==> config.mk <==
export PLATFORM = sky130hd
export DESIGN_NAME = hazard_ctrl_flat
export DESIGN_NICKNAME = d
export VERILOG_FILES = /design/src/rtl/hazard_ctrl_if.sv /design/src/rtl/hazard_ctrl.sv /design/src/flat_wrapper.sv
export SDC_FILE = /design/constraint.sdc
export NUM_CORES = 1
export LEC_CHECK = 0
export CORE_MARGIN = 3
export CORE_UTILIZATION = 25
export CTS_BUF_LIST = sky130_fd_sc_hd__clkbuf_8
export DETAILED_ROUTE_END_ITERATION = 10
export PLACE_DENSITY = 0.83
export SYNTH_ARGS = -nofsm -noshare
export SYNTH_HDL_FRONTEND = slang
export SYNTH_SLANG_ARGS = --single-unit
==> constraint.sdc <==
create_clock -name clk -period 2.1 [get_ports clk]
set_clock_uncertainty 0.2 [all_clocks]
set_input_delay 0.315 -clock clk [delete_from_list [all_inputs] [get_ports clk]]
set_output_delay 0.315 -clock clk [all_outputs]
set_load 0.02 [all_outputs]
==> src/rtl/hazard_ctrl_if.sv <==
// Hazard-controller bundle: decode/execute instruction view in, pipeline-register controls out.
// master = pipeline datapath side, slave = hazard_ctrl.
interface hazard_ctrl_if;
   logic [31:0] inst_d;
   logic [31:0] inst_e;
   logic        reg_write_e;
   logic        br_taken;
   logic        pc_en;
   logic        ifid_en;
   logic        ifid_flush;
   logic        idex_flush;
   logic        for_a_e;
   logic        for_b_e;
   logic        stall;

   modport master (
      output inst_d, inst_e, reg_write_e, br_taken,
      input  pc_en, ifid_en, ifid_flush, idex_flush, for_a_e, for_b_e, stall
   );

   modport slave (
      input  inst_d, inst_e, reg_write_e, br_taken,
      output pc_en, ifid_en, ifid_flush, idex_flush, for_a_e, for_b_e, stall
   );
endinterface

==> src/rtl/hazard_ctrl.sv <==
// Hazard controller for the 3-stage RV32I core: load-use stalls, taken-branch flushes, forward selects.
// Optional HAZARD_CTRL_PERF_EN adds free-running stall_cnt / flush_cnt outputs.
module hazard_ctrl #(
   parameter int unsigned LOAD_LAT = 1
) (
   input  logic          clk,
   input  logic          rst_n,
   hazard_ctrl_if.slave  hz
`ifdef HAZARD_CTRL_PERF_EN
   ,
   output logic [31:0]   stall_cnt,
   output logic [31:0]   flush_cnt
`endif
);

   localparam logic [6:0] OP_LUI    = 7'b0110111;
   localparam logic [6:0] OP_AUIPC  = 7'b0010111;
   localparam logic [6:0] OP_JAL    = 7'b1101111;
   localparam logic [6:0] OP_REG    = 7'b0110011;
   localparam logic [6:0] OP_IMM    = 7'b0010011;
   localparam logic [6:0] OP_STORE  = 7'b0100011;
   localparam logic [6:0] OP_BRANCH = 7'b1100011;
   localparam logic [6:0] OP_LOAD   = 7'b0000011;
   localparam logic [2:0] CNT_INIT  = 3'(LOAD_LAT - 1);

   typedef enum logic {RUN, LDSTALL} state_t;

   state_t     state_q, state_d;
   logic [2:0] cnt_q, cnt_d;
   logic       for_a_q, for_a_d;
   logic       for_b_q, for_b_d;

   logic [6:0] opc_d, opc_e;
   logic [4:0] rs1_d, rs2_d, rd_e;
   logic       uses_rs1, uses_rs2, prod_ok, fwd_prod, load_prod;
   logic       m_rs1, m_rs2, fwd_a, fwd_b, load_hit;
   logic       pc_en_c, ifid_en_c, ifid_flush_c, idex_flush_c, stall_c;

   assign opc_d = hz.inst_d[6:0];
   assign rs1_d = hz.inst_d[19:15];
   assign rs2_d = hz.inst_d[24:20];
   assign opc_e = hz.inst_e[6:0];
   assign rd_e  = hz.inst_e[11:7];

   logic unused_inst_bits;
   assign unused_inst_bits = ^{hz.inst_d[31:25], hz.inst_d[14:7], hz.inst_e[31:12]};

   // Source-usage and producer classification; unknown producers never match.
   always_comb begin
      uses_rs1  = !(opc_d == OP_LUI || opc_d == OP_AUIPC || opc_d == OP_JAL);
      uses_rs2  = (opc_d == OP_REG) || (opc_d == OP_STORE) || (opc_d == OP_BRANCH);
      prod_ok   = hz.reg_write_e && (rd_e != 5'd0);
      fwd_prod  = (opc_e == OP_REG) || (opc_e == OP_IMM) ||
                  (opc_e == OP_LUI) || (opc_e == OP_AUIPC);
      load_prod = (opc_e == OP_LOAD);
      m_rs1     = prod_ok && uses_rs1 && (rs1_d == rd_e);
      m_rs2     = prod_ok && uses_rs2 && (rs2_d == rd_e);
      fwd_a     = m_rs1 && fwd_prod;
      fwd_b     = m_rs2 && fwd_prod;
      load_hit  = (m_rs1 || m_rs2) && load_prod;
   end

   always_comb begin
      state_d      = state_q;
      cnt_d        = cnt_q;
      pc_en_c      = 1'b1;
      ifid_en_c    = 1'b1;
      ifid_flush_c = 1'b0;
      idex_flush_c = 1'b0;
      stall_c      = 1'b0;

      // A taken branch wins even inside LDSTALL, so a stray stall can never wedge the pipe.
      if (hz.br_taken) begin
         ifid_flush_c = 1'b1;
         idex_flush_c = 1'b1;
         state_d      = RUN;
         cnt_d        = 3'd0;
      end else if (state_q == LDSTALL) begin
         stall_c      = 1'b1;
         pc_en_c      = 1'b0;
         ifid_en_c    = 1'b0;
         idex_flush_c = 1'b1;
         cnt_d        = cnt_q - 3'd1;
         if (cnt_d == 3'd0) state_d = RUN;
      end else if (load_hit) begin
         stall_c      = 1'b1;
         pc_en_c      = 1'b0;
         ifid_en_c    = 1'b0;
         idex_flush_c = 1'b1;
         cnt_d        = CNT_INIT;
         state_d      = (LOAD_LAT == 1) ? RUN : LDSTALL;
      end

      if (!rst_n) begin
         pc_en_c      = 1'b0;
         ifid_en_c    = 1'b0;
         ifid_flush_c = 1'b1;
         idex_flush_c = 1'b1;
         stall_c      = 1'b0;
      end

      // Forward selects follow the instruction into ID/EX; a bubble carries none.
      for_a_d = for_a_q;
      for_b_d = for_b_q;
      if (idex_flush_c) begin
         for_a_d = 1'b0;
         for_b_d = 1'b0;
      end else if (ifid_en_c) begin
         for_a_d = fwd_a;
         for_b_d = fwd_b;
      end
   end

   always_ff @(posedge clk or negedge rst_n) begin
      if (!rst_n) begin
         state_q <= RUN;
         cnt_q   <= 3'd0;
         for_a_q <= 1'b0;
         for_b_q <= 1'b0;
      end else begin
         state_q <= state_d;
         cnt_q   <= cnt_d;
         for_a_q <= for_a_d;
         for_b_q <= for_b_d;
      end
   end

   assign hz.pc_en      = pc_en_c;
   assign hz.ifid_en    = ifid_en_c;
   assign hz.ifid_flush = ifid_flush_c;
   assign hz.idex_flush = idex_flush_c;
   assign hz.stall      = stall_c;
   assign hz.for_a_e    = for_a_q;
   assign hz.for_b_e    = for_b_q;

`ifdef HAZARD_CTRL_PERF_EN
   logic [31:0] stall_cnt_q, stall_cnt_d;
   logic [31:0] flush_cnt_q, flush_cnt_d;

   always_comb begin
      stall_cnt_d = stall_cnt_q + {31'd0, stall_c};
      flush_cnt_d = flush_cnt_q + {31'd0, ifid_flush_c};
   end

   always_ff @(posedge clk or negedge rst_n) begin
      if (!rst_n) begin
         stall_cnt_q <= 32'd0;
         flush_cnt_q <= 32'd0;
      end else begin
         stall_cnt_q <= stall_cnt_d;
         flush_cnt_q <= flush_cnt_d;
      end
   end

   assign stall_cnt = stall_cnt_q;
   assign flush_cnt = flush_cnt_q;
`endif

endmodule

==> src/flat_wrapper.sv <==
// flat-port wrapper written by rule: the top's interface ports become plain ports
module hazard_ctrl_flat 
#(
   parameter int unsigned LOAD_LAT = 1
)
  (clk, rst_n, hz_inst_d, hz_inst_e, hz_reg_write_e, hz_br_taken, hz_pc_en, hz_ifid_en, hz_ifid_flush, hz_idex_flush, hz_for_a_e, hz_for_b_e, hz_stall);
  hazard_ctrl_if hz_i ();
  input  logic clk;
  input  logic rst_n;
  input wire logic [$bits(hz_i.inst_d)-1:0] hz_inst_d;
  input wire logic [$bits(hz_i.inst_e)-1:0] hz_inst_e;
  input wire logic [$bits(hz_i.reg_write_e)-1:0] hz_reg_write_e;
  input wire logic [$bits(hz_i.br_taken)-1:0] hz_br_taken;
  output wire logic [$bits(hz_i.pc_en)-1:0] hz_pc_en;
  output wire logic [$bits(hz_i.ifid_en)-1:0] hz_ifid_en;
  output wire logic [$bits(hz_i.ifid_flush)-1:0] hz_ifid_flush;
  output wire logic [$bits(hz_i.idex_flush)-1:0] hz_idex_flush;
  output wire logic [$bits(hz_i.for_a_e)-1:0] hz_for_a_e;
  output wire logic [$bits(hz_i.for_b_e)-1:0] hz_for_b_e;
  output wire logic [$bits(hz_i.stall)-1:0] hz_stall;
  assign hz_i.inst_d = hz_inst_d;
  assign hz_i.inst_e = hz_inst_e;
  assign hz_i.reg_write_e = hz_reg_write_e;
  assign hz_i.br_taken = hz_br_taken;
  assign hz_pc_en = hz_i.pc_en;
  assign hz_ifid_en = hz_i.ifid_en;
  assign hz_ifid_flush = hz_i.ifid_flush;
  assign hz_idex_flush = hz_i.idex_flush;
  assign hz_for_a_e = hz_i.for_a_e;
  assign hz_for_b_e = hz_i.for_b_e;
  assign hz_stall = hz_i.stall;
  hazard_ctrl #(.LOAD_LAT(LOAD_LAT)) u_core (.clk(clk), .rst_n(rst_n), .hz(hz_i));
endmodule
==> flow_summary.toml, run 1 <==
[outcome]
run_status = "finished with violations"
violations = "setup timing"

[cells_and_area]
nNetsFinal = 193
fin_cells = 148
antennaDiodeCount = 0
final_area_sq_um = 1170
nFillCells = 183
utilization_pct = 58.0
drive_above_1_share_pct = 43.0
area_delta_synth_final_pct = 114

[floorplanning]
rows = 16
start_util_pct = 27.2
core_area_sq_um = 2020
die_h_microns = 52.9
dieArea_sq_um = 2800
fp.dieW_microns = 52.9
design.portCount = 75

[placed_design]
gp_congestion = 0.786
place_area_sq_um = 1060
dp.final_hpwl_mm = 1.45
portBuffers = 39
dp.cells = 141

[cts]
cts_made_buffers = 3
clockBufferDepth = 2
clock_latency_ns = 0.22
clkSinkCount = 6
htreeDepth = 1
clock-root-buffer = "clkbuf_8"
cts_tree = "built"
clk_pin_slew_ns = 0.04
cts_hold_buffers = 0

[grt]
grt-ovfl-total = 0
antenna_found_initial = 0
met2_usage_pct = 28.3
grt_util_all_layers_pct = 14.6
grt_use_met3_pct = 3.94
grt_pass1_wl_mm = 2.96
grt_max_degree = 8
top_usage_layer = "met2"
met1_usage_pct = 13.8
first_global_vias = 726

[routing]
wire_per_inst_microns = 12.8
drc = 0
wl_mm = 1.90
drt_first_pass_iters = 4
vias = 713
drt-initial-drc-count = 13
viasPerCell = 4.82
ant_nets = 0

[timing]
setup_viol = 4
fin_ws_ns = -0.208
slew_headroom_pct = 65.9
rsz0062_at_grt = "true"
tightest_slew_ns = 0.507
fin_setup_tns_ns = -0.715
max_freq_mhz = 433
post-route-period-util_pct = 110
finalHoldViolations = 0
finalCriticalPeriod_ns = 2.31
drv_slew = 0

[critical_path]
r2r_end = "u_core.cnt_q[2]$_DFFE_PN0P_"
worstSetupEndpointType = "output port"
critPathLaunch = "hz_inst_d[6]"
critPathRequiredTime_ns = 1.58
worstPathArrival_ns = 1.79
cp_max_fo = 3
critPathKind = "input pin to output port"
rrSetupSlack_ns = 0.64
cp-start-kind = "input pin"
worstReg2RegStart = "u_core.cnt_q[0]$_DFFE_PN0P_"
ff2ff_path_depth = 5

[pwr]
swShare_pct = 23.9
combPwrFrac_pct = 31.5
power_density_nw_per_um2 = 358
clkPwrFrac_pct = 40.8
p_switching_uw = 100
vdd_drop_max_mv = 0.253
pwr-share-seq_pct = 27.7
internal_power_uw = 319
power.leakage_nw = 0.492

[synthesis]
synthAdderAreaFrac_pct = 4.56
yosysWarnings = 0
ys_seq_elements = 6
synthFlopType = "dfrtp_1"
synth.most_common_cell = "xnor2_1"
synth_top_area_share_pct = 27.3
synthXorXnorAreaFrac_pct = 19.1
ys_types = 26
synth_area_leaders = "dfrtp_1 (27%), xnor2_1 (19%), or4_4 (6.2%), nand2_1 (4.8%), ha_1 (4.6%)"
netlist_top_cells_count = "xnor2_1 (12), nand2_1 (7), dfrtp_1 (6), nor2_1 (6)"
synth.mux.area_fraction_pct = 0
synth_fp_nets = 135
syn_area_sq_um = 549
synthSimpleGateAreaFrac_pct = 29.8
synth_edf_count = 0
seq_area_frac_synth_pct = 27.3
syn_area_per_cell_sq_um = 8.45
synth_compound_area_share_pct = 15.7
synth.largest_area_cell = "dfrtp_1"
synth_top_family_by_area = "simple AND/OR/NAND/NOR gates"
async_reset_ff_share_pct = 100
synth_cells = 65

[job]
drv_cap = 0

[worst_hold_path]
hold_path.class = "input pin to async pin"
[worst max path at each step]
stage	end	cells after the start	slack, ns
finish	hz_stall	7	-0.21
global route	hz_idex_flush	7	-0.24
CTS	hz_idex_flush	7	-0.21
detailed placement	hz_stall	7	-1.01
global placement	hz_idex_flush	7	-0.98
floorplan	hz_pc_en	6	-0.02
[through the flow]
stage / hold slack [ns] / setup slack [ns] / power, mW
after floorplan: -0.181 / -0.0191 / 0.158
after CTS: 0.298 / -0.215 / 0.419
final: 0.294 / -0.208 / 0.420
after global routing: 0.331 / -0.238 / 0.440
after detailed placement: 0.335 / -1.01 / 0.252
after global placement: 0.327 / -0.984 / 0.249
[power groups by stage]
stage | Sequential [mW] | Clock [mW] | Combinational, mW
5_1_grt | 0.116 | 0.181 | 0.143
3_5_place_dp | 0.118 | 0 | 0.134
2_1_floorplan | 0.118 | 0 | 0.0399
6_report | 0.116 | 0.171 | 0.132
4_1_cts | 0.116 | 0.175 | 0.128
3_3_place_gp | 0.118 | 0 | 0.132
[worst max-delay path, stage by stage]
cell and delay (ns):
buf_2 0.12, a211oi_2 0.23, nand4_1 0.10, or4_4 0.57
a21oi_4 0.20, o21ba_4 0.15, buf_6 0.11
[logic make-up after synthesis]
| logic type | Yosys count |
|---|---|
| simple gates | 29 |
| compound gates | 12 |
| xor+xnor | 12 |
| flops | 6 |
| buf+inv | 4 |
| fa+ha+maj | 2 |
[cell usage in the layout (no fill, tap or decap), types with 2 or more instances in the layout]
master	instances
o21ai_0	2
xnor2_1	9
clkdlybuf4s50_1	6
buf_2	7
nand3_1	2
nand2b_1	2
clkdlybuf4s15_1	5
or4_4	4
clkbuf_2	3
ha_1	2
inv_1	3
dfrtp_1	6
dlygate4sd2_1	11
xnor2_2	3
buf_4	12
buf_6	8
nand2_1	6
clkbuf_8	3
a21oi_4	2
nand4_1	2
nor2_1	5
[registers in the layout, summed over array words and instances, names as in the netlist]
signal	count
u_core.cnt_q	3
u_core.hz.for_a_e	1
u_core.hz.for_b_e	1
u_core.state_q	1
[what timing repair did]
item	4_1_cts	5_1_grt
pin swaps	26	11
gates cloned	0	0
setup buffers	3	1
setup endpoints to repair	8	4
gates resized for setup	103	11
[layout make-up]
type	count	area, sq um	share of cell area, %
Clock buffer	3	41.3	3.52
Inverter	3	11.3	0.959
Multi-Input combinational cell	55	474	40.4
Sequential cell	6	150	12.8
Tap cell	27	33.8	2.88
Timing Repair Buffer	54	463	39.4
[layer usage]
| metal | vias to the layer above | wire [microns] |
|---|---|---|
| met2 | 32 | 1070 |
| li1 | 346 | - |
| met5 | - | 0 |
| met1 | 331 | 679 |
| met3 | 4 | 135 |
| met4 | 0 | 17 |
No activity file was read; power rests on OpenSTA's default activity.
==> run 2, diff against run 1 <==
--- a/config.mk
+++ b/config.mk
@@ -8,6 +8,7 @@
 export CORE_MARGIN = 3
 export CORE_UTILIZATION = 25
 export CTS_BUF_LIST = sky130_fd_sc_hd__clkbuf_8
+export CTS_CLUSTER_SIZE = 20
 export DETAILED_ROUTE_END_ITERATION = 10
 export PLACE_DENSITY = 0.83
 export SYNTH_ARGS = -nofsm -noshare
==> results of run 2 <==
No change in the layout: final DEF, timing and power equal those of run 1.
